[src/rtl/rr_sel_arbiter.sv]
// rr_sel_arbiter: four-requester round-robin arbiter with encoded grant,
// hold-time pre-emption and a one-cycle dead gap between grants.
//
// Parameters:
//   HOLD_MAX     max cycles o_sel_valid stays high for one grant (1..255)
// Ports:
//   i_clk        rising-edge clock
//   i_rst        asynchronous active-high reset
//   i_req[3:0]   request vector, bit i belongs to requester i
//   i_release    current grantee is done (only looked at while granting)
//   o_sel[1:0]   index of the granted requester (registered)
//   o_sel_valid  high while o_sel is a live grant (registered)
//   o_preempt    one-cycle pulse in the gap after a hold-limit pre-emption

module rr_sel_arbiter #(
    parameter int HOLD_MAX = 15
) (
    input  logic       i_clk,
    input  logic       i_rst,
    input  logic [3:0] i_req,
    input  logic       i_release,
    output logic [1:0] o_sel,
    output logic       o_sel_valid,
    output logic       o_preempt
);

    localparam int HW = $clog2(HOLD_MAX + 1);
    localparam logic [HW-1:0] HOLD_LIM = HW'(HOLD_MAX);
    localparam logic [HW-1:0] HCNT_ONE = HW'(1);

    if (HOLD_MAX < 1 || HOLD_MAX > 255) begin : g_bad_hold
        $error("rr_sel_arbiter: HOLD_MAX out of range 1..255");
    end

    typedef enum logic [1:0] {
        ST_IDLE  = 2'd0,
        ST_GRANT = 2'd1,
        ST_GAP   = 2'd2
    } state_t;

    // registered state
    state_t        r_state;
    logic [1:0]    r_ptr;
    logic [HW-1:0] r_hcnt;
    logic [1:0]    r_sel;
    logic          r_sel_valid;
    logic          r_preempt;

    // next-state values
    state_t        w_state_nx;
    logic [1:0]    w_ptr_nx;
    logic [HW-1:0] w_hcnt_nx;
    logic [1:0]    w_sel_nx;
    logic          w_sel_valid_nx;
    logic          w_preempt_nx;

    // arbitration result
    logic          w_any_req;
    logic [1:0]    w_pick;
    logic [1:0]    w_idx;

    // grant-end conditions
    logic          w_owner_req;
    logic          w_normal_end;
    logic          w_hold_hit;
    logic [1:0]    w_ptr_after;

    // Rotating priority scan: ptr has the highest priority, then ptr+1,
    // ptr+2, ptr+3, all modulo 4 via the 2-bit wrap of the index.
    always_comb begin
        w_any_req = 1'b0;
        w_pick    = r_ptr;
        w_idx     = r_ptr;
        for (int k = 0; k < 4; k++) begin
            w_idx = r_ptr + 2'(k);
            if (!w_any_req && i_req[w_idx]) begin
                w_any_req = 1'b1;
                w_pick    = w_idx;
            end
        end
    end

    // A dropped request from the grantee counts as a normal end, same as
    // release; both take priority over the hold limit.
    assign w_owner_req  = i_req[r_sel];
    assign w_normal_end = i_release || !w_owner_req;
    assign w_hold_hit   = (r_hcnt == HOLD_LIM);
    assign w_ptr_after  = r_sel + 2'd1;

    always_comb begin
        w_state_nx     = r_state;
        w_ptr_nx       = r_ptr;
        w_hcnt_nx      = r_hcnt;
        w_sel_nx       = r_sel;
        w_sel_valid_nx = r_sel_valid;
        w_preempt_nx   = 1'b0;

        unique case (r_state)
            ST_GRANT: begin
                if (w_normal_end) begin
                    w_sel_valid_nx = 1'b0;
                    w_ptr_nx       = w_ptr_after;
                    w_state_nx     = ST_GAP;
                end else if (w_hold_hit) begin
                    w_sel_valid_nx = 1'b0;
                    w_ptr_nx       = w_ptr_after;
                    w_state_nx     = ST_GAP;
                    w_preempt_nx   = 1'b1;
                end else begin
                    w_hcnt_nx = r_hcnt + HCNT_ONE;
                end
            end

            // IDLE and GAP arbitrate identically; GAP exists only so the
            // valid strobe is low for one cycle between grants.
            ST_IDLE, ST_GAP: begin
                if (w_any_req) begin
                    w_sel_nx       = w_pick;
                    w_sel_valid_nx = 1'b1;
                    w_hcnt_nx      = HCNT_ONE;
                    w_state_nx     = ST_GRANT;
                end else begin
                    w_sel_valid_nx = 1'b0;
                    w_state_nx     = ST_IDLE;
                end
            end

            default: begin
                w_sel_valid_nx = 1'b0;
                w_state_nx     = ST_IDLE;
            end
        endcase
    end

    always_ff @(posedge i_clk or posedge i_rst) begin
        if (i_rst) begin
            r_state     <= ST_IDLE;
            r_ptr       <= 2'd0;
            r_hcnt      <= '0;
            r_sel       <= 2'd0;
            r_sel_valid <= 1'b0;
            r_preempt   <= 1'b0;
        end else begin
            r_state     <= w_state_nx;
            r_ptr       <= w_ptr_nx;
            r_hcnt      <= w_hcnt_nx;
            r_sel       <= w_sel_nx;
            r_sel_valid <= w_sel_valid_nx;
            r_preempt   <= w_preempt_nx;
        end
    end

    assign o_sel       = r_sel;
    assign o_sel_valid = r_sel_valid;
    assign o_preempt   = r_preempt;

endmodule

[config.mk]
export PLATFORM = sky130hd
export DESIGN_NAME = rr_sel_arbiter
export DESIGN_NICKNAME = d
export VERILOG_FILES = /design/src/rtl/rr_sel_arbiter.sv
export SDC_FILE = /design/constraint.sdc
export NUM_CORES = 1
export LEC_CHECK = 0
export CAP_MARGIN = 5
export CORE_MARGIN = 8
export CORE_UTILIZATION = 47
export DETAILED_ROUTE_END_ITERATION = 7
export PLACE_DENSITY_LB_ADDON = 0.15
export SYNTH_ARGS = -nofsm -noshare
export SYNTH_HDL_FRONTEND = slang
export SYNTH_SLANG_ARGS = --single-unit
[constraint.sdc]
create_clock -name i_clk -period 2.12 [get_ports i_clk]
set_input_delay 0.424 -clock i_clk [delete_from_list [all_inputs] [get_ports i_clk]]
set_output_delay 0.424 -clock i_clk [all_outputs]
set_load 0.005 [all_outputs]
# ---- Word level (Yosys, flattened, before mapping)
# Cells that the tools add are included.
dict set report classes {
  add_sub_neg 5
  magnitude_cmp 5
  eq_ne 7
  muxes 34
  reduce_logical 15
}
# operator n
set ops {}
lappend ops {{1-bit 2-to-1 mux} 16}
lappend ops {{2-bit by 3-bit less-than comparator with 1-bit output, second input constant} 5}
lappend ops {{2-bit 2-to-1 mux} 7}
lappend ops {{4-bit 2-to-1 mux} 3}
lappend ops {{1-bit binary-select mux with 2-bit select} 5}
lappend ops {{4-bit case mux with 2 select lines} 1}
lappend ops {{2-bit inequality test, second input constant} 3}
lappend ops {{2-bit by 1-bit adder with 2-bit output, second input constant} 2}
lappend ops {{2-bit adder, second input constant} 2}
lappend ops {{4-bit by 1-bit adder with 4-bit output, second input constant} 1}
lappend ops {{4-bit == test, second input constant} 1}
lappend ops {{1-bit logical NOT} 4}
lappend ops {{2-bit case mux with 2 select lines} 1}
lappend ops {{2-bit AND reduction} 2}
lappend ops {{4-bit AND reduction} 1}
lappend ops {{2-bit nonzero test} 2}
lappend ops {{1-bit logical AND} 3}
lappend ops {{3-bit inequality test, second input constant} 1}
lappend ops {{2-bit by 1-bit == test with 1-bit output, second input constant} 1}
lappend ops {{2-bit == test, second input constant} 1}
lappend ops {{2-bit logical NOT} 1}
lappend ops {{1-bit case mux with 2 select lines} 1}
lappend ops {{2-bit OR reduction} 1}
lappend ops {{1-bit logical OR} 1}
dict set report totals {
  reg_bits 12
  out_inout_bits 4
}

# ---- Logic depth before layout (Yosys ltp)
# Gate-level depths: netlist of the first run.
dict set report depth {
  ltp_word 14
  depth_mapped 5
}

# ---- Worst setup path before layout of the first run
# Ideal clock, no wire load.
dict set report synth_timing {
  kind {register to register}
  from {reg r_sel[0] (netlist: o_sel[0])}
  to {reg r_hcnt[0]}
  setup_time_ps 125
  arrival_time_ps 1479
  t_required_ps 1995
  slack_ps 516
  stages_incl_launch_ff 5
  period_less_slack_ps 1604
  cell_sequence {dfrtp_1 -> mux4_2 -> nand4b_4 -> nand2_4 -> mux2_2}
}
dict set report synth_via {
  elab_chain_cells 6
}
# element line_no
set synth_rtl {}
lappend synth_rtl {{start: declaration} 45} ;# logic [1:0] r_sel;
lappend synth_rtl {{start signal: assignment} 147} ;# r_sel <= w_sel_nx;
lappend synth_rtl {{1-bit binary-select mux with 2-bit select} 85} ;# assign w_owner_req = i_req[r_sel];
lappend synth_rtl {{1-bit 2-to-1 mux (not written as such)} 85}
lappend synth_rtl {{1-bit logical NOT} 86} ;# assign w_normal_end = i_release || !w_owner_req;
lappend synth_rtl {{1-bit logical OR} 86}
lappend synth_rtl {{2-bit inequality test (no source line)} n/a}
lappend synth_rtl {{4-bit AND reduction (no source line)} n/a}
lappend synth_rtl {{end signal: assignment} 146} ;# r_hcnt <= w_hcnt_nx;
lappend synth_rtl {{end: declaration} 44} ;# logic [HW-1:0] r_hcnt;
# Every way passes these cells. The select of a mux whose other input is x is not followed.
# A chain may end at the register's enable or synchronous reset.

# ---- Worst setup path after layout of the first run
dict set report layout_timing {
  from {in i_req[2]}
  to {reg r_hcnt[0]}
}
dict set report layout_via {
  elab_chain_cells 14
  elab_cells_between_ends 25
  cone_classes {2 x eq/ne; 14 x mux; 9 x reduce/logical}
}
# element line_no
set layout_rtl {}
lappend layout_rtl {{start: declaration} 20} ;# input logic [3:0] i_req,
lappend layout_rtl {{1-bit binary-select mux with 2-bit select} 76} ;# if (!w_any_req && i_req[w_idx]) begin
lappend layout_rtl {{1-bit 2-to-1 mux (not written as such)} 76}
lappend layout_rtl {{1-bit 2-to-1 mux} 76}
lappend layout_rtl {{1-bit logical NOT} 76}
lappend layout_rtl {{1-bit logical AND} 76}
lappend layout_rtl {{1-bit 2-to-1 mux} 76}
lappend layout_rtl {{1-bit logical NOT} 76}
lappend layout_rtl {{1-bit logical AND} 76}
lappend layout_rtl {{1-bit 2-to-1 mux} 76}
lappend layout_rtl {{1-bit logical NOT} 76}
lappend layout_rtl {{1-bit logical AND} 76}
lappend layout_rtl {{1-bit 2-to-1 mux} 76}
lappend layout_rtl {{2-bit inequality test (no source line)} n/a}
lappend layout_rtl {{4-bit AND reduction (no source line) (*)} n/a}
# Mark *: on every way between the ends. The rest lies on a longest branch, timed or not. The select of a mux whose other input is x is not followed.

==> results of run 1 <==
[cells by family after synthesis]
group / share of synthesized area
AOI/OAI and AO/OA: 0.2323
buffers and inverters: 0.04243
and+or+nand+nor: 0.1919
DFF: 0.4444
xor gates and xnor gates: 0.01414
adders and majority gates: 0.02020
muxes: 0.05454
[layer usage]
metal | GRT usage | vias up | part of all wire
met5 | 0 | - | 0
met4 | 0.03879 | 0 | 0.010
met3 | 0.06818 | 2 | 0.061
met2 | 0.1700 | 7 | 0.45
met1 | 0.1372 | 256 | 0.47
li1 | - | 263 | -
[path summary, 6_finish.rpt]
kind                            startpoint         end  slack, ns  cells after the start
worst max register to register    o_sel[0]   r_hcnt[0]       0.48                      4
min in group i_clk               r_hcnt[1]   r_hcnt[1]       0.55                      2
worst max-delay path              i_req[2]   r_hcnt[0]       0.38                      5
worst min register to register   r_hcnt[1]   r_hcnt[1]       0.55                      2
worst min-delay path                 i_rst  r_state[1]       0.44                      2
max in group asynchronous            i_rst    r_ptr[1]       1.39                      2
[flip-flops by register name, indices dropped and copies added, names as in the netlist]
name / count
r_hcnt: 4
o_sel: 2
r_ptr: 2
o_preempt: 1
o_sel_valid: 1
r_state: 1
[cells in the final DEF (no fill, tap or decap), types with 4 or more instances in the layout]
cell type        count
nor2_1               4
inv_1                7
nand3_1              4
clkdlybuf4s50_1     10
buf_4                6
dfrtp_1             11
nand2_1              5
a21oi_1              6
[per-stage QoR]
step / area [sq um] / power [mW] / cells / utilization
detailed placement: 783.3 / 0.8203 / 93 / 0.6174
global route: 809.5 / 1.038 / 97 / 0.6381
floorplan: 619.3 / 0.6450 / 62 / -
global placement: 783.3 / 0.8118 / 93 / 0.6174
CTS: 809.5 / 0.9637 / 97 / 0.6381
finish: 809.5 / 0.9524 / 97 / 0.6381
[power by group through the flow]
| stage | combinational (mW) | clock (mW) | sequential, mW |
|---|---|---|---|
| global route | 0.487 | 0.159 | 0.392 |
| global placement | 0.433 | 0 | 0.378 |
| detailed placement | 0.438 | 0 | 0.382 |
| floorplan | 0.287 | 0 | 0.358 |
| finish | 0.435 | 0.142 | 0.376 |
| CTS | 0.441 | 0.146 | 0.377 |
[critical path, delay by kind of cell]
kind | cells | cell delay [ns]
mux | 2 | 0.79
buf+inv | 1 | 0.46
simple gates | 2 | 0.20
[final cells by class]
type | count | area, sq um | area share
timing repair buffer | 16 | 145.1 | 0.1793
inverter | 7 | 26.28 | 0.03246
multi-input combinational | 44 | 317.8 | 0.3926
sequential | 11 | 275.3 | 0.3400
tap | 15 | 18.77 | 0.02318
clock buffer | 4 | 26.28 | 0.03246
==> insert_results.sql, run 1 <==
INSERT INTO impl_metrics (metric_group, metric, value, unit) VALUES
('run_status', 'status', 'completed', ''),
('cts', 'clk_latency', '0.27', 'ns'),
('worst_setup_path', 'max_stage_delay', '0.54', 'ns'),
('sta', 'slew-limit-headroom', '0.7264', ''),
('grt', 'global_route.overflow_total', '0', ''),
('cts', 'ctsResizeCount', '0', ''),
('logic_synthesis', 'mappedNetlistNets', '70', ''),
('logic_synthesis', 'yosys.cell_count.top_type', 'dfrtp_1', ''),
('sta', 'achievable-frequency', '575.9', 'MHz'),
('pwr', 'vdd_drop_max', '0.6219', 'mV'),
('layout', 'fin_nets', '91', ''),
('grt', 'grt_pass1_wl', '2359', 'um'),
('cts', 'cts-htree-levels', '1', ''),
('floorplan', 'die_w', '52.30', 'um'),
('logic_synthesis', 'ys_types', '26', ''),
('route', 'postRouteAntennaNets', '0', ''),
('sta', 'fin_ws', '0.3836', 'ns'),
('worst_setup_path', 'timing.critical_path.arrival', '1.89', 'ns'),
('pwr', 'total_switching_power', '0.3562', 'mW'),
('route', 'postRouteWirelength', '1374', 'um'),
('placement', 'place_worst_setup_slack', '0.1086', 'ns'),
('sta', 'worst_clock_skew', '0.004293', 'ns'),
('route', 'dr_total_vias', '528', ''),
('pwr', 'power.share.combinational', '0.457', ''),
('logic_synthesis', 'dominantRegCellSynth', 'dfrtp_1', ''),
('cts', 'cts.reportedPaths.clkPinSlew', '0.07', 'ns'),
('sta', 'fin_worst_hold_slack', '0.4387', 'ns'),
('hold_path', 'min-delay-path-class', 'in2async', ''),
('logic_synthesis', 'synthTopCellsByArea', 'dfrtp_1 (44%), a21oi_1 (4.8%), inv_1 (4.2%)', ''),
('route', 'drc_errors', '0', ''),
('placement', 'numPortBuffers', '10', ''),
('logic_synthesis', 'ys_warn_count', '0', ''),
('layout', 'final_layout_size_suffix_gt1_frac', '0.2195', ''),
('route', 'dr.first_iter.drc_count', '16', ''),
('worst_setup_path', 'worstPathMaxFanout', '4', ''),
('floorplan', 'core', '0.001269', 'sq mm'),
('route', 'post_drt_via_cell_ratio', '5.443', ''),
('logic_synthesis', 'synth_top_cell_by_area', 'dfrtp_1', ''),
('pwr', 'power.leakage', '0.3670', 'nW'),
('sta', 'tightestPinTransition', '0.4100', 'ns'),
('sta', 'timing_hold_violations_final', '0', ''),
('placement', 'gpl.final_weighted_congestion', '0.7652', ''),
('worst_setup_path', 'crit_path_cell_trace', 'clkdlybuf4s50_1, mux4_2, nand4b_4, nand2_4, mux2_2', ''),
('pwr', 'power.density', '1177', 'mW/mm^2'),
('route', 'drtPass1Iterations', '4', ''),
('route', 'wl_per_cell', '14.16', 'um'),
('logic_synthesis', 'synth_top_area_frac', '0.4444', ''),
('grt', 'grt_max_degree', '12', ''),
('pwr', 'internal_cell_power', '0.5962', 'mW'),
('logic_synthesis', 'ys_seq_area_frac', '0.4444', ''),
('layout', 'num-fill-cells', '113', ''),
('floorplan', 'die_area', '0.002735', 'sq mm'),
('floorplan', 'floorplan.die.height', '52.30', 'um'),
('logic_synthesis', 'postSynthAreaPerCell', '9.989', 'sq um'),
('cts', 'clkSinkCount', '11', ''),
('cts', 'cts_max_path_buffers', '2', ''),
('logic_synthesis', 'number_of_enable_flip_flop_cells_after_synthesis', '0', ''),
('grt', 'initial_antenna_violation_count', '0', ''),
('cts', 'count_of_buffers_added_by_post_cts_timing_repair_for_setup', '0', ''),
('worst_setup_path', 'end_kind', 'register', ''),
('logic_synthesis', 'post_synthesis_sequential_element_count', '11', ''),
('sta', 'timing_max_transition_violations_final', '0', ''),
('sta', 'period_needed', '1.736', 'ns'),
('layout', 'synthToLayoutAreaGrowth', '30.71', '%'),
('cts', 'tritoncts.num_buffers', '3', ''),
('run', 'maxCapViolations', '0', ''),
('logic_synthesis', 'synthTopCellsByCount', 'dfrtp_1 (11), inv_1 (7), a21oi_1 (6), nand2_1 (5)', ''),
('worst_setup_path', 'worstSetupStartpointType', 'input pin', ''),
('grt', 'vias_in_the_first_global_route', '509', ''),
('sta', 'final_min_period_over_clock_period', '0.8191', ''),
('layout', 'antenna_cells', '0', '');
Power figures use the tool's default switching activity.
==> inputs of run 2 (changes only) <==
--- a/config.mk
+++ b/config.mk
@@ -7,7 +7,7 @@
 export LEC_CHECK = 0
 export CAP_MARGIN = 5
 export CORE_MARGIN = 8
-export CORE_UTILIZATION = 47
+export CORE_UTILIZATION = 44
 export DETAILED_ROUTE_END_ITERATION = 7
 export PLACE_DENSITY_LB_ADDON = 0.15
 export SYNTH_ARGS = -nofsm -noshare
==> constraint.sdc (replaced) <==
create_clock -name i_clk -period 1.4 [get_ports i_clk]
set_input_delay 0.28 -clock i_clk [delete_from_list [all_inputs] [get_ports i_clk]]
set_output_delay 0.28 -clock i_clk [all_outputs]
set_load 0.005 [all_outputs]
==> run 2 against run 1 <==
  * The run now ends with setup timing left
  * Sequential share of layout area down 5.3 points
  * Global-route usage rose by 2.3 points
  * Clock power rose by 61%
  * First-iteration DRC count fell by 88%
  * Wire length rose by 26%
  * Via count rose by 16%
  * Non-clock buffer count is 13 higher
  * Highest routed layer unchanged
==> insert_results.sql, run 2 (synthesized netlist as in run 1, its figures left out) <==
INSERT INTO impl_metrics (metric_group, metric, value, unit) VALUES
('floorplan', 'core', '0.001301', 'sq mm'),
('worst_setup_path', 'r2r_slack', '-0.18', 'ns'),
('route', 'drc_errors', '0', ''),
('pwr', 'power.density', '1870', 'mW/mm^2'),
('layout', 'layout_commonest_cell', 'buf_4', ''),
('floorplan', 'row_count', '13', ''),
('grt', 'grt_pass1_wl', '2877', 'um'),
('sta', 'rsz0062_at_grt', 'yes', ''),
('floorplan', 'floorplan.die.height', '53.52', 'um'),
('floorplan', 'initial_core_util', '0.4760', ''),
('cts', 'clkSinkCount', '11', ''),
('grt', 'grt_max_degree', '12', ''),
('placement', 'placed_cells_incl_taps', '103', ''),
('sta', 'final_min_period_over_clock_period', '1.127', ''),
('layout', 'fin_nets', '104', ''),
('sta', 'setup_violations', '7', ''),
('cts', 'cts-htree-levels', '1', ''),
('layout', 'final_layout_size_suffix_gt1_frac', '0.3579', ''),
('worst_setup_path', 'end_kind', 'register', ''),
('floorplan', 'die_w', '53.52', 'um'),
('sta', 'slew-limit-headroom', '0.7170', ''),
('sta', 'fin_worst_hold_slack', '0.2919', 'ns'),
('cts', 'cts.reportedPaths.clkPinSlew', '0.08', 'ns'),
('sta', 'timing_hold_violations_final', '0', ''),
('grt', 'vias_in_the_first_global_route', '591', ''),
('floorplan', 'io_pins', '11', ''),
('grt', 'initial_antenna_violation_count', '0', ''),
('placement', 'numPortBuffers', '10', ''),
('layout', 'area.sequential', '275.3', 'sq um'),
('cts', 'cts_hold_buf', '0', ''),
('layout', 'multi_input_comb_area', '342.8', 'sq um'),
('cts', 'cts_root_buf', 'clkbuf_4', ''),
('layout', 'most-common-layout-cells', 'buf_4 (13), dfrtp_1 (11), inv_1 (7)', ''),
('route', 'postRouteAntennaNets', '0', ''),
('layout', 'antenna_cells', '0', ''),
('worst_setup_path', 'cp.buffers_inverters', '0', ''),
('hold_path', 'min-delay-path-class', 'in2async', ''),
('sta', 'worst_clock_skew', '0.008796', 'ns'),
('worst_setup_path', 'rr_endpoint', 'r_hcnt[0]', ''),
('floorplan', 'die_area', '0.002864', 'sq mm'),
('worst_setup_path', 'total_stage_count_of_the_critical_path', '4', ''),
('sta', 'fin_ws', '-0.1773', 'ns'),
('sta', 'timing_max_transition_violations_final', '0', ''),
('layout', 'largest_register_ff_count', '4', ''),
('cts', 'clk_latency', '0.28', 'ns'),
('worst_setup_path', 'critical_path.endpoint', 'r_hcnt[0]', ''),
('worst_setup_path', 'cp_top_family', 'multiplexers', ''),
('sta', 'period_needed', '1.577', 'ns'),
('pwr', 'power.leakage', '0.4823', 'nW'),
('run_status', 'failing_checks', 'setup timing', ''),
('layout', 'synthToLayoutAreaGrowth', '54.95', '%'),
('layout', 'most_flops_register', 'r_hcnt', ''),
('worst_setup_path', 'crit_start', 'o_sel[0]', ''),
('placement', 'placed_wire_length_estimate_after_detailed_placement', '1264', 'um'),
('grt', 'grt_usage', '0.1391', ''),
('run', 'maxCapViolations', '0', ''),
('worst_setup_path', 'max_stage_delay', '0.60', 'ns'),
('route', 'post_drt_via_cell_ratio', '5.564', ''),
('route', 'postRouteWirelength', '1726', 'um'),
('sta', 'achievable-frequency', '634.0', 'MHz'),
('cts', 'tritoncts.num_buffers', '3', ''),
('placement', 'gpl.final_weighted_congestion', '0.8818', ''),
('worst_setup_path', 'r2r-start', 'o_sel[0]', ''),
('grt', 'global_route.overflow_total', '0', ''),
('route', 'dr.first_iter.drc_count', '2', ''),
('run_status', 'status', 'finished, violations left', ''),
('worst_setup_path', 'crit_type', 'reg2reg', ''),
('worst_setup_path', 'worstSetupStartpointType', 'register', ''),
('layout', 'num-fill-cells', '88', ''),
('cts', 'cts_max_path_buffers', '2', ''),
('worst_setup_path', 'critPathSlowestCell', 'mux4_2', ''),
('cts', 'tritoncts', 'done', ''),
('route', 'dr_total_vias', '612', ''),
('sta', 'tightestPinTransition', '0.4241', 'ns'),
('worst_setup_path', 'worstPathMaxFanout', '3', ''),
('worst_setup_path', 'required_time_worst_endpoint', '1.57', 'ns'),
('pwr', 'vdd_drop_max', '1.043', 'mV'),
('route', 'drtPass1Iterations', '6', ''),
('layout', 'post_layout_nonfiller_instances', '110', ''),
('worst_setup_path', 'reg2reg_depth', '4', ''),
('route', 'wl_per_cell', '15.69', 'um'),
('sta', 'final.setup.tns', '-0.8658', 'ns'),
('worst_setup_path', 'timing.critical_path.arrival', '1.75', 'ns'),
('worst_setup_path', 'crit_path_cell_trace', 'mux4_2, nand4b_4, nand2_4, mux2_4', '');
[run 2: worst reg2reg max path: stages, from the launching register on]
cell	delay, ns
dfrtp_1	0.40
mux4_2	0.60
nand4b_4	0.15
nand2_4	0.05
mux2_4	0.26
[run 2: timing repair]
action / CTS / global route
setup endpoints to repair: 10 / 11
pin swaps: 3 / 2
resized for setup: 11 / 7
buffers inserted: 3 / 0
[run 2: cell type report]
cell class / count / share of cell area
multi-input cells: 44 / 0.3572
clock buffers: 4 / 0.02738
inverters: 7 / 0.02738
well taps: 15 / 0.01956
repair buffers: 29 / 0.2816
flip-flops and latches: 11 / 0.2868
[run 2: power breakdown]
group	total, mW	leakage, nW	internal [mW]	switching (mW)
Clock	0.228	0.0150	0.111	0.117
Combinational	1.04	0.330	0.569	0.467
Sequential	0.530	0.137	0.433	0.0969
Total	1.79	0.482	1.11	0.681
[run 2: worst min path at each step]
stage	end	slack (ns)	cells past startpoint
CTS	o_sel[1]	0.31	2
floorplan	o_preempt	0.13	1
global route	o_sel[1]	0.36	2
detailed placement	r_hcnt[2]	0.58	2
finish	o_sel[0]	0.29	2
global placement	r_hcnt[3]	0.57	1
[run 2: per-layer routing]
| layer | routed length, um | GRT usage | up-vias |
|---|---|---|---|
| met5 | 0 | 0 | - |
| met4 | 11 | 0.03782 | 0 |
| met3 | 123 | 0.05322 | 2 |
| met2 | 782 | 0.2109 | 22 |
| met1 | 809 | 0.1801 | 292 |
| li1 | - | - | 296 |
[run 2: metrics by stage]
| step | instance area (sq um) | setup WS, ns | total power [mW] | util |
|---|---|---|---|---|
| final | 959.7 | -0.1773 | 1.795 | 0.7375 |
| after global placement | 862.1 | -0.4037 | 1.395 | 0.6625 |
| after floorplan | 623.1 | -0.2035 | 0.9915 | - |
| after CTS | 939.7 | -0.1817 | 1.775 | 0.7221 |
| after global routing | 959.7 | -0.2144 | 1.906 | 0.7375 |
| after detailed placement | 862.1 | -0.4558 | 1.427 | 0.6625 |
